File: src/rtl/ahb_lite_slave_bridge.sv
// AHB-Lite slave bridging bus transfers onto a word-addressed backend register/sensor port.
// Optional feature macro AHB_SLAVE_RDATA_REG_EN: registered HRDATA (one extra wait state per read).
module ahb_lite_slave_bridge #(
    parameter logic [31:0] BASE_ADDRESS   = 32'h0000_0000,
    parameter int          NUM_WORDS      = 32,
    parameter int          DATA_WIDTH     = 32,
    parameter int          ADDR_OUT_WIDTH = 16
) (
    input  logic                      HCLK,
    input  logic                      HRESET,
    input  logic                      HSEL,
    input  logic                      HREADY,
    input  logic [31:0]               HADDR,
    input  logic                      HWRITE,
    input  logic [1:0]                HTRANS,
    input  logic [2:0]                HSIZE,
    input  logic [2:0]                HBURST,
    input  logic [DATA_WIDTH-1:0]     HWDATA,
    output logic [DATA_WIDTH-1:0]     HRDATA,
    output logic                      HREADYOUT,
    output logic                      HRESP,
    output logic [ADDR_OUT_WIDTH-1:0] be_addr,
    output logic [DATA_WIDTH-1:0]     be_wdata,
    output logic [DATA_WIDTH/8-1:0]   be_wstrb,
    output logic                      be_wen,
    output logic                      be_ren,
    input  logic [DATA_WIDTH-1:0]     be_rdata,
    input  logic                      be_wait,
    output logic [4:0]                burst_beat
);
    localparam int          STRB_W   = DATA_WIDTH / 8;
    localparam int          LANE_W   = $clog2(STRB_W);
    localparam logic [31:0] WINDOW   = 32'(NUM_WORDS * STRB_W);
    localparam logic [2:0]  MAX_SIZE = 3'(LANE_W);

    localparam logic [1:0] ST_IDLE = 2'd0, ST_DATA = 2'd1, ST_ERR1 = 2'd2, ST_ERR2 = 2'd3;
    localparam logic [1:0] TR_SEQ = 2'b11;
    localparam logic [2:0] BU_SINGLE = 3'b000, BU_INCR = 3'b001;

    logic [1:0]                state;
    logic [ADDR_OUT_WIDTH-1:0] cap_off;
    logic [2:0]                cap_size;
    logic                      cap_write;
    logic                      burst_open;
    logic [2:0]                burst_type, burst_size;
    logic [31:0]               last_addr;
    logic [4:0]                beat_q;

    logic        accept, is_seq, err, is_wrap, complete;
    logic [31:0] offset, step, incr_addr, wrap_mask, exp_addr;
    logic [5:0]  burst_len;
    logic [STRB_W-1:0] lane_mask;

    // Address-phase decode and validation against the open burst.
    always_comb begin
        accept    = HSEL & HREADY & HTRANS[1];
        is_seq    = (HTRANS == TR_SEQ);
        offset    = HADDR - BASE_ADDRESS;
        step      = 32'd1 << burst_size;
        incr_addr = last_addr + step;
        wrap_mask = (step << ({1'b0, burst_type[2:1]} + 3'd1)) - 32'd1;
        is_wrap   = (burst_type[0] == 1'b0) && (burst_type != BU_SINGLE);
        exp_addr  = is_wrap ? ((last_addr & ~wrap_mask) | (incr_addr & wrap_mask)) : incr_addr;
        burst_len = (burst_type == BU_SINGLE) ? 6'd1 : (6'd2 << burst_type[2:1]);
        err = (HADDR < BASE_ADDRESS) || (offset >= WINDOW) || (HSIZE > MAX_SIZE)
            || ((HADDR & ((32'd1 << HSIZE) - 32'd1)) != 32'd0);
        if (is_seq) begin
            if (!burst_open)
                err = 1'b1;
            else if ((burst_type != BU_INCR) && (({1'b0, beat_q} + 6'd1) >= burst_len))
                err = 1'b1;
            else if (HADDR != exp_addr)
                err = 1'b1;
        end
    end

    always_comb begin
        lane_mask = '0;
        for (int i = 0; i < STRB_W; i++)
            lane_mask[i] = (i >= int'(cap_off[LANE_W-1:0]))
                        && (i < int'(cap_off[LANE_W-1:0]) + (1 << cap_size));
    end

`ifdef AHB_SLAVE_RDATA_REG_EN
    logic                  rd_hold;
    logic [DATA_WIDTH-1:0] rdata_q;

    // Reads take one extra cycle: capture be_rdata, then complete from the flop.
    assign complete = cap_write ? !be_wait : rd_hold;

    always_ff @(posedge HCLK) begin
        if (HRESET) begin
            rd_hold <= 1'b0;
            rdata_q <= '0;
        end else if (state == ST_DATA && !cap_write && !rd_hold) begin
            if (!be_wait) begin
                rd_hold <= 1'b1;
                rdata_q <= be_rdata;
            end
        end else begin
            rd_hold <= 1'b0;
        end
    end
`else
    assign complete = !be_wait;
`endif

    always_comb begin
        HREADYOUT = 1'b1;
        HRESP     = 1'b0;
        be_wen    = 1'b0;
        be_ren    = 1'b0;
        be_wstrb  = '0;
        HRDATA    = '0;
        case (state)
            ST_DATA: begin
                HREADYOUT = complete;
                be_wen    = cap_write;
`ifdef AHB_SLAVE_RDATA_REG_EN
                be_ren    = !cap_write && !rd_hold;
                be_wstrb  = rd_hold ? '0 : lane_mask;
                HRDATA    = rd_hold ? rdata_q : '0;
`else
                be_ren    = !cap_write;
                be_wstrb  = lane_mask;
                HRDATA    = be_rdata;
`endif
            end
            ST_ERR1: begin
                HREADYOUT = 1'b0;
                HRESP     = 1'b1;
            end
            ST_ERR2: HRESP = 1'b1;
            default: ;
        endcase
    end

    assign be_addr    = cap_off;
    assign be_wdata   = HWDATA;
    assign burst_beat = beat_q;

    always_ff @(posedge HCLK) begin
        if (HRESET) begin
            state      <= ST_IDLE;
            cap_off    <= '0;
            cap_size   <= '0;
            cap_write  <= 1'b0;
            burst_open <= 1'b0;
            burst_type <= '0;
            burst_size <= '0;
            last_addr  <= '0;
            beat_q     <= '0;
        end else if (accept) begin
            state <= err ? ST_ERR1 : ST_DATA;
            if (!err) begin
                cap_off   <= offset[ADDR_OUT_WIDTH-1:0];
                cap_size  <= HSIZE;
                cap_write <= HWRITE;
                last_addr <= HADDR;
                if (is_seq) begin
                    if (beat_q != 5'd31) beat_q <= beat_q + 5'd1;
                end else begin
                    burst_open <= 1'b1;
                    burst_type <= HBURST;
                    burst_size <= HSIZE;
                    beat_q     <= '0;
                end
            end else if (!is_seq) begin
                // A rejected NONSEQ leaves no burst to continue.
                burst_open <= 1'b0;
                beat_q     <= '0;
            end
        end else begin
            case (state)
                ST_DATA: if (complete) state <= ST_IDLE;
                ST_ERR1: state <= ST_ERR2;
                default: state <= ST_IDLE;
            endcase
        end
    end
endmodule

File: config.mk
export PLATFORM = sky130hd
export DESIGN_NAME = ahb_lite_slave_bridge
export DESIGN_NICKNAME = d
export VERILOG_FILES = /design/src/rtl/ahb_lite_slave_bridge.sv
export SDC_FILE = /design/constraint.sdc
export NUM_CORES = 1
export LEC_CHECK = 0
export ABC_AREA = 1
export BUFFER_PORTS_ARGS = -buffer_cell sky130_fd_sc_hd__buf_2
export CELL_PAD_IN_SITES_DETAIL_PLACEMENT = 0
export CELL_PAD_IN_SITES_GLOBAL_PLACEMENT = 1
export CORE_MARGIN = 2
export CORE_UTILIZATION = 35
export CTS_CLUSTER_DIAMETER = 200
export DETAILED_ROUTE_END_ITERATION = 10
export GPL_TIMING_DRIVEN = 0
export PLACE_DENSITY = 0.91
export SETUP_SLACK_MARGIN = 0.3
export SYNTH_ARGS = -nofsm -noshare
export SYNTH_HDL_FRONTEND = slang
export SYNTH_SLANG_ARGS = --single-unit
File: constraint.sdc
create_clock -name HCLK -period 5.2 [get_ports HCLK]
set_clock_uncertainty 0.05 [all_clocks]
set_input_delay 0.52 -clock HCLK [delete_from_list [all_inputs] [get_ports HCLK]]
set_output_delay 0.52 -clock HCLK [all_outputs]
set_load 0.005 [all_outputs]
# After elaboration in Yosys (flattened, before gate mapping)
# Cells that the tools add are included.
[totals]
inputBits = 110
out_inout_bits = 93
reg_bits = 66
[op_classes]
n_mux = 23
magnitude_cmp = 11
add_sub_neg = 7
eq_ne = 10
shift = 5
reduce_logical = 18
bitwise = 10
[op_table]
columns = ["op", "n"]
rows = [
  ["$and 32x32->32", 3],
  ["$shl 1x3->32 const A", 3],
  ["$lt 3x32->1 const A", 2],
  ["$mux 32", 2],
  ["$sub 32x1->32 const B", 2],
  ["$add 3x32->32", 1],
  ["$add 32x32->32", 1],
  ["$ge 32x8->1 const B", 1],
  ["$lt 1x32->1 const A", 1],
  ["$lt 2x32->1 const A", 1],
  ["$lt 32x1->1 const B", 1],
  ["$ne 32x32->1", 1],
  ["$not 32->32", 1],
  ["$or 32x32->32", 1],
  ["$reduce_bool 32->1", 1],
  ["$shl 32x3->32", 1],
  ["$mux 5", 4],
  ["$mux 1", 10],
  ["$add 5x1->6 const B", 1],
  ["$eq 2x2->1 const B", 3],
  ["$ge 6x6->1", 1],
  ["$mux 2", 3],
  ["$mux 6", 1],
  ["$reduce_and 3->1", 2],
  ["24 further kinds", 36],
]

# Depth between registers and ports, before layout
[depth]
ltp_word = 14
mapped_depth = 31

# Worst setup path after synthesis
# OpenSTA, ideal clock, no wires.
[synth_path]
kind = "flip-flop to flip-flop"
startpoint = "reg burst_type[1]"
endpoint = "reg cap_off[10] (netlist: be_addr[10])"
stages_incl_launch_ff = 30
setup_time_ns = 0.110
slack_ns = 1.411
arrival_time_ns = 3.629
n_path_buf = 3
cell_sequence = "dfxtp_1 inv_1 buf_2 ha_1 inv_1 clkbuf_1 nand3_1 nand3_1 nand3_2 nor2_4 nand2_1 nor2_1 ha_1 a21oi_1 nand2_1 nand2_1 nand2_1 nand2_1 nand2_1 nor2_1 nand3_1 nor2_1 nand2_1 nor2_1 nand3_1 nand2_2 nand2_4 buf_6 nand3_2 inv_2"
[synth_via]
elab_chain_cells = 14
word_cells_on_any_way = 23
cone_classes = "add/sub (2); order compare (1); eq/ne (2); shift (2); mux (6); bitwise (5); reduce/logical (5)"
[synth_lines]
columns = ["item", "line", "text"]
rows = [
  ["start, declared", "45", "logic [2:0] burst_type, burst_size;"],
  ["start signal, assigned", "149", "burst_type <= '0;"],
  ["start signal, assigned", "164", "burst_type <= HBURST;"],
  ["$add 2x1->3", "61", "wrap_mask = (step << ({1'b0, burst_type[2:1]} + 3'd1)) - 32'd1;"],
  ["$shl 32x3->32", "61", ""],
  ["$sub 32x1->32", "61", ""],
  ["$not 32->32", "63", "exp_addr = is_wrap ? ((last_addr & ~wrap_mask) | (incr_addr & wrap_mask)) : incr_addr;"],
  ["$and 32x32->32", "63", ""],
  ["$or 32x32->32", "63", ""],
  ["$mux 32", "63", ""],
  ["$ne 32x32->1", "72", "else if (HADDR != exp_addr)"],
  ["$mux 1", "72", ""],
  ["$mux 1 (*)", "70", "else if ((burst_type != BU_INCR) && (({1'b0, beat_q} + 6'd1) >= burst_len))"],
  ["$mux 1 (*)", "68", "if (!burst_open)"],
  ["$mux 1 (*)", "67", "if (is_seq) begin"],
  ["$not 1->1 (no source line) (*)", "--", ""],
  ["$reduce_and 2->1 (no source line) (*)", "--", ""],
  ["end signal, assigned", "156", "cap_off <= offset[ADDR_OUT_WIDTH-1:0];"],
  ["end, declared", "41", "logic [ADDR_OUT_WIDTH-1:0] cap_off;"],
]
# Every way passes the cells marked *; elsewhere a longest branch is shown, timed or not.
# A chain may end at the register's enable or synchronous reset.

# Final worst setup path
[layout_path]
startpoint = "reg burst_type[1]"
endpoint = "reg last_addr[22]"
[layout_via]
elab_chain_cells = 14
word_cells_on_any_way = 23
cone_classes = "add/sub (2); order compare (1); eq/ne (2); shift (2); mux (6); bitwise (5); reduce/logical (5)"
[layout_lines]
columns = ["item", "line", "text"]
rows = [
  ["$add 2x1->3", "61", ""],
  ["$shl 32x3->32", "61", ""],
  ["$sub 32x1->32", "61", ""],
  ["$not 32->32", "63", ""],
  ["$and 32x32->32", "63", ""],
  ["$or 32x32->32", "63", ""],
  ["$mux 32", "63", ""],
  ["$ne 32x32->1", "72", ""],
  ["$mux 1", "72", ""],
  ["$mux 1 (*)", "70", ""],
  ["$mux 1 (*)", "68", ""],
  ["$mux 1 (*)", "67", ""],
  ["$not 1->1 (no source line) (*)", "--", ""],
  ["$reduce_and 2->1 (no source line) (*)", "--", ""],
  ["end signal, assigned", "151", "last_addr <= '0;"],
  ["end signal, assigned", "159", "last_addr <= HADDR;"],
  ["end, declared", "46", "logic [31:0] last_addr;"],
]
# Marks and branches as above.

==> impl_metrics.env <==
export IMPL_ir_worst_vdd_mv=0.1038
export IMPL_grt_pass1_wl_um=33030
export IMPL_wl_per_cell_um=14.06
export IMPL_synth_most_common_cell="nand2_1"
export IMPL_antenna_found_initial=1
export IMPL_synth_top_area_share=0.1592
export IMPL_worstPathRequired_ns=5.34
export IMPL_clock_sinks=50
export IMPL_cp_start_kind="flop"
export IMPL_gp_congestion=0.9644
export IMPL_crit_fanout=11
export IMPL_post_cts_buffers=0
export IMPL_r2r_slack_ns=0.76
export IMPL_synth_area_per_cell_um2=5.794
export IMPL_synth_ff_type="dfxtp_1"
export IMPL_r2r_start="burst_type[1]"
export IMPL_ys_types=43
export IMPL_synth_nets=1216
export IMPL_grt_usage=0.2123
export IMPL_stdcell_count=1492
export IMPL_leakage_nw=4.203
export IMPL_cp_num_buf_inv=6
export IMPL_critPathMaxStageDelay_ns=0.38
export IMPL_dp_hpwl_um=17740
export IMPL_cp_arrival_ns=4.58
export IMPL_grt_pass1_vias=6513
export IMPL_fmax_mhz=225.4
export IMPL_syn_inst=1085
export IMPL_portBuffers=170
export IMPL_fp_dieW_um=138.0
export IMPL_synth_commonest_cells="nand2_1 (266), inv_1 (157), nor2_1 (139)"
export IMPL_drt_total_wl_um=20970
export IMPL_worst_pin_slew_ns=0.9224
export IMPL_drc=0
export IMPL_fillerInstances=1977
export IMPL_io_pins=203
export IMPL_slew_headroom=0.3851
export IMPL_cts_buffers_inserted=5
export IMPL_grt_overflow_total=0
export IMPL_yosysTopAreaCell="dfxtp_1"
export IMPL_worstHoldStart="HRESET"
export IMPL_synthTopCellsByArea="dfxtp_1 (16%), nand2_1 (16%), nand3_1 (10%), inv_1 (9.4%), nor2_1 (8.3%)"
export IMPL_holdPathStages=2
export IMPL_hold_violations=0
export IMPL_clk_latency_ns=0.30
export IMPL_grt_max_degree=15
export IMPL_synth_seq_area_share=0.1592
export IMPL_setup_tns_ns=0
export IMPL_critPathKind="reg2reg"
export IMPL_min_period_ns=4.437
export IMPL_crit_path_end_kind="flop"
export IMPL_via_per_inst=4.795
export IMPL_layout_nets=1393
export IMPL_synth_edff_count=0
export IMPL_worst_r2r_cell_count=29
export IMPL_cts_root_buf="clkbuf_16"
export IMPL_rows=49
export IMPL_htreeDepth=2
export IMPL_slowest_stage="dfxtp_2"
export IMPL_fin_crit_sh=0.8533
export IMPL_dr_first_iter_drc_count=568
export IMPL_die_y_um=138.0
export IMPL_drv_cap=0
export IMPL_rsz0062_at_grt="no"
export IMPL_placed_cells=1484
export IMPL_drive_gt1_frac=0.2581
export IMPL_dr_pass1_iters=6
export IMPL_vias=7154
export IMPL_p_per_area_nw_per_um2=118.1
export IMPL_diodes=0
export IMPL_hold_path_end="burst_open"
export IMPL_ctsLongestPathBuffers=2
export IMPL_path_clk_slew_ns=0.07
export IMPL_outcome="finished clean"
export IMPL_r2r_end="last_addr[22]"
export IMPL_cts_tree="yes"
export IMPL_worst_path_most_repeated_cell="nand2_1"
export IMPL_core_um2=17780
export IMPL_ys_warn_count=0
export IMPL_syn_area_um2=6286
export IMPL_die_area_um2=19050
export IMPL_ys_ff_latch=50
export IMPL_antenna_left=0
export IMPL_async_flop_share=0
export IMPL_area_growth_pct=20.68
export IMPL_critical_path_top_delay_family="simple AND/OR/NAND/NOR gates"
export IMPL_finalSetupViolations=0
export IMPL_start_util=0.3536
export IMPL_hp_class="in2reg"
export IMPL_slew_violations=0
[per-stage QoR]
step | util | worst slack (ns) | area [um2] | total power (W) | hold WS [ns]
2_1_floorplan | - | 1.411 | 6286 | 0.0004847 | 0.3930
3_3_place_gp | 0.4175 | 0.3810 | 7423 | 0.0005623 | 0.4157
3_5_place_dp | 0.4175 | 0.3641 | 7423 | 0.0005633 | 0.4227
4_1_cts | 0.4258 | 0.3454 | 7571 | 0.0009009 | 0.3252
5_1_grt | 0.4267 | 0.2954 | 7586 | 0.0009295 | 0.3315
6_report | 0.4267 | 0.7626 | 7586 | 0.0008956 | 0.3274
[cells in the final DEF (no fill, tap or decap), drive strengths merged, types with 3 or more instances in the layout]
cell type  netlist  layout
dfxtp           50      50
o21bai           8       8
nor2           151     151
inv            181     181
clkinv           4       5
ha              20      20
buf             62     231
a21oi           16      16
a21o             3       3
xor2            25      25
o21ai           18      18
nor4             3       3
nand2          282     282
nand4           43      43
xnor2            6       6
clkbuf          12      20
nand3b          15      15
nor3            17      17
nand3          158     158
[worst reg2reg max path, delay by kind of cell, from the launching register on]
family                   cells  cell delay, ns
adder cells (fa/ha/maj)      2            0.60
buffers and inverters        6            0.93
flip-flops                   1            0.38
AO/OA/AOI/OAI                1            0.24
AND/OR/NAND/NOR             20            2.13
[repair_timing]
item	4_1_cts	5_1_grt
setup endpoints to repair	0	43
hold buffers	0	0
resized for setup	0	10
[area by class of cell]
type / count / area [um2] / area share
plain buffers: 74 / 513.0 / 0.06762
clock buffers: 7 / 142.6 / 0.01880
clock inverters: 1 / 5.005 / 0.0006597
inverters: 185 / 699.4 / 0.09220
multi-input cells: 776 / 4086 / 0.5387
flip-flops and latches: 50 / 1002 / 0.1321
well taps: 229 / 286.5 / 0.03777
repair buffers: 170 / 850.8 / 0.1122
[flip-flops by register name, indices dropped and copies added, names as in the netlist]
register,cells
burst_open,1
state,2
cap_size,3
burst_type,3
last_addr,17
be_addr,15
burst_beat,5
cap_write,1
burst_size,3
[cells by family (layout without fill, tap and decap cells)]
family,after synthesis,in the layout,synth area share
AND/OR/NAND/NOR,675,675,0.5167
adder cells (fa/ha/maj),21,21,0.04299
AO/OA/AOI/OAI,49,49,0.04618
buffers and inverters,259,437,0.1917
XOR/XNOR,31,31,0.04319
flip-flops,50,50,0.1592
[layer usage]
metal	part of all wire	routed length, um	track usage	vias to the layer above
met1	0.48	9977	0.2948	3179
met3	0.058	1212	0.02806	15
met2	0.45	9487	0.3528	233
met4	0.014	295	0.04565	0
met5	0	0	0	-
li1	-	-	-	3727
[worst max-delay path by stage]
| stage | from | end | slack [ns] | depth (start not counted) |
|---|---|---|---|---|
| after CTS | burst_type[1] | last_addr[22] | 0.35 | 29 |
| after detailed placement | burst_type[1] | be_addr[9] | 0.36 | 29 |
| after floorplan | burst_type[1] | be_addr[10] | 1.41 | 29 |
| final | burst_type[1] | last_addr[22] | 0.76 | 29 |
| after global routing | burst_type[1] | be_addr[5] | 0.30 | 29 |
| after global placement | burst_type[1] | last_addr[31] | 0.38 | 29 |
[power by group]
| group | internal, W | switching [W] | total, W |
|---|---|---|---|
| Combinational | 0.0000787 | 0.0000898 | 0.000168 |
| Sequential | 0.000385 | 0.00000207 | 0.000387 |
| Clock | 0.000191 | 0.000149 | 0.000340 |
(Power assumes the default switching activity.)
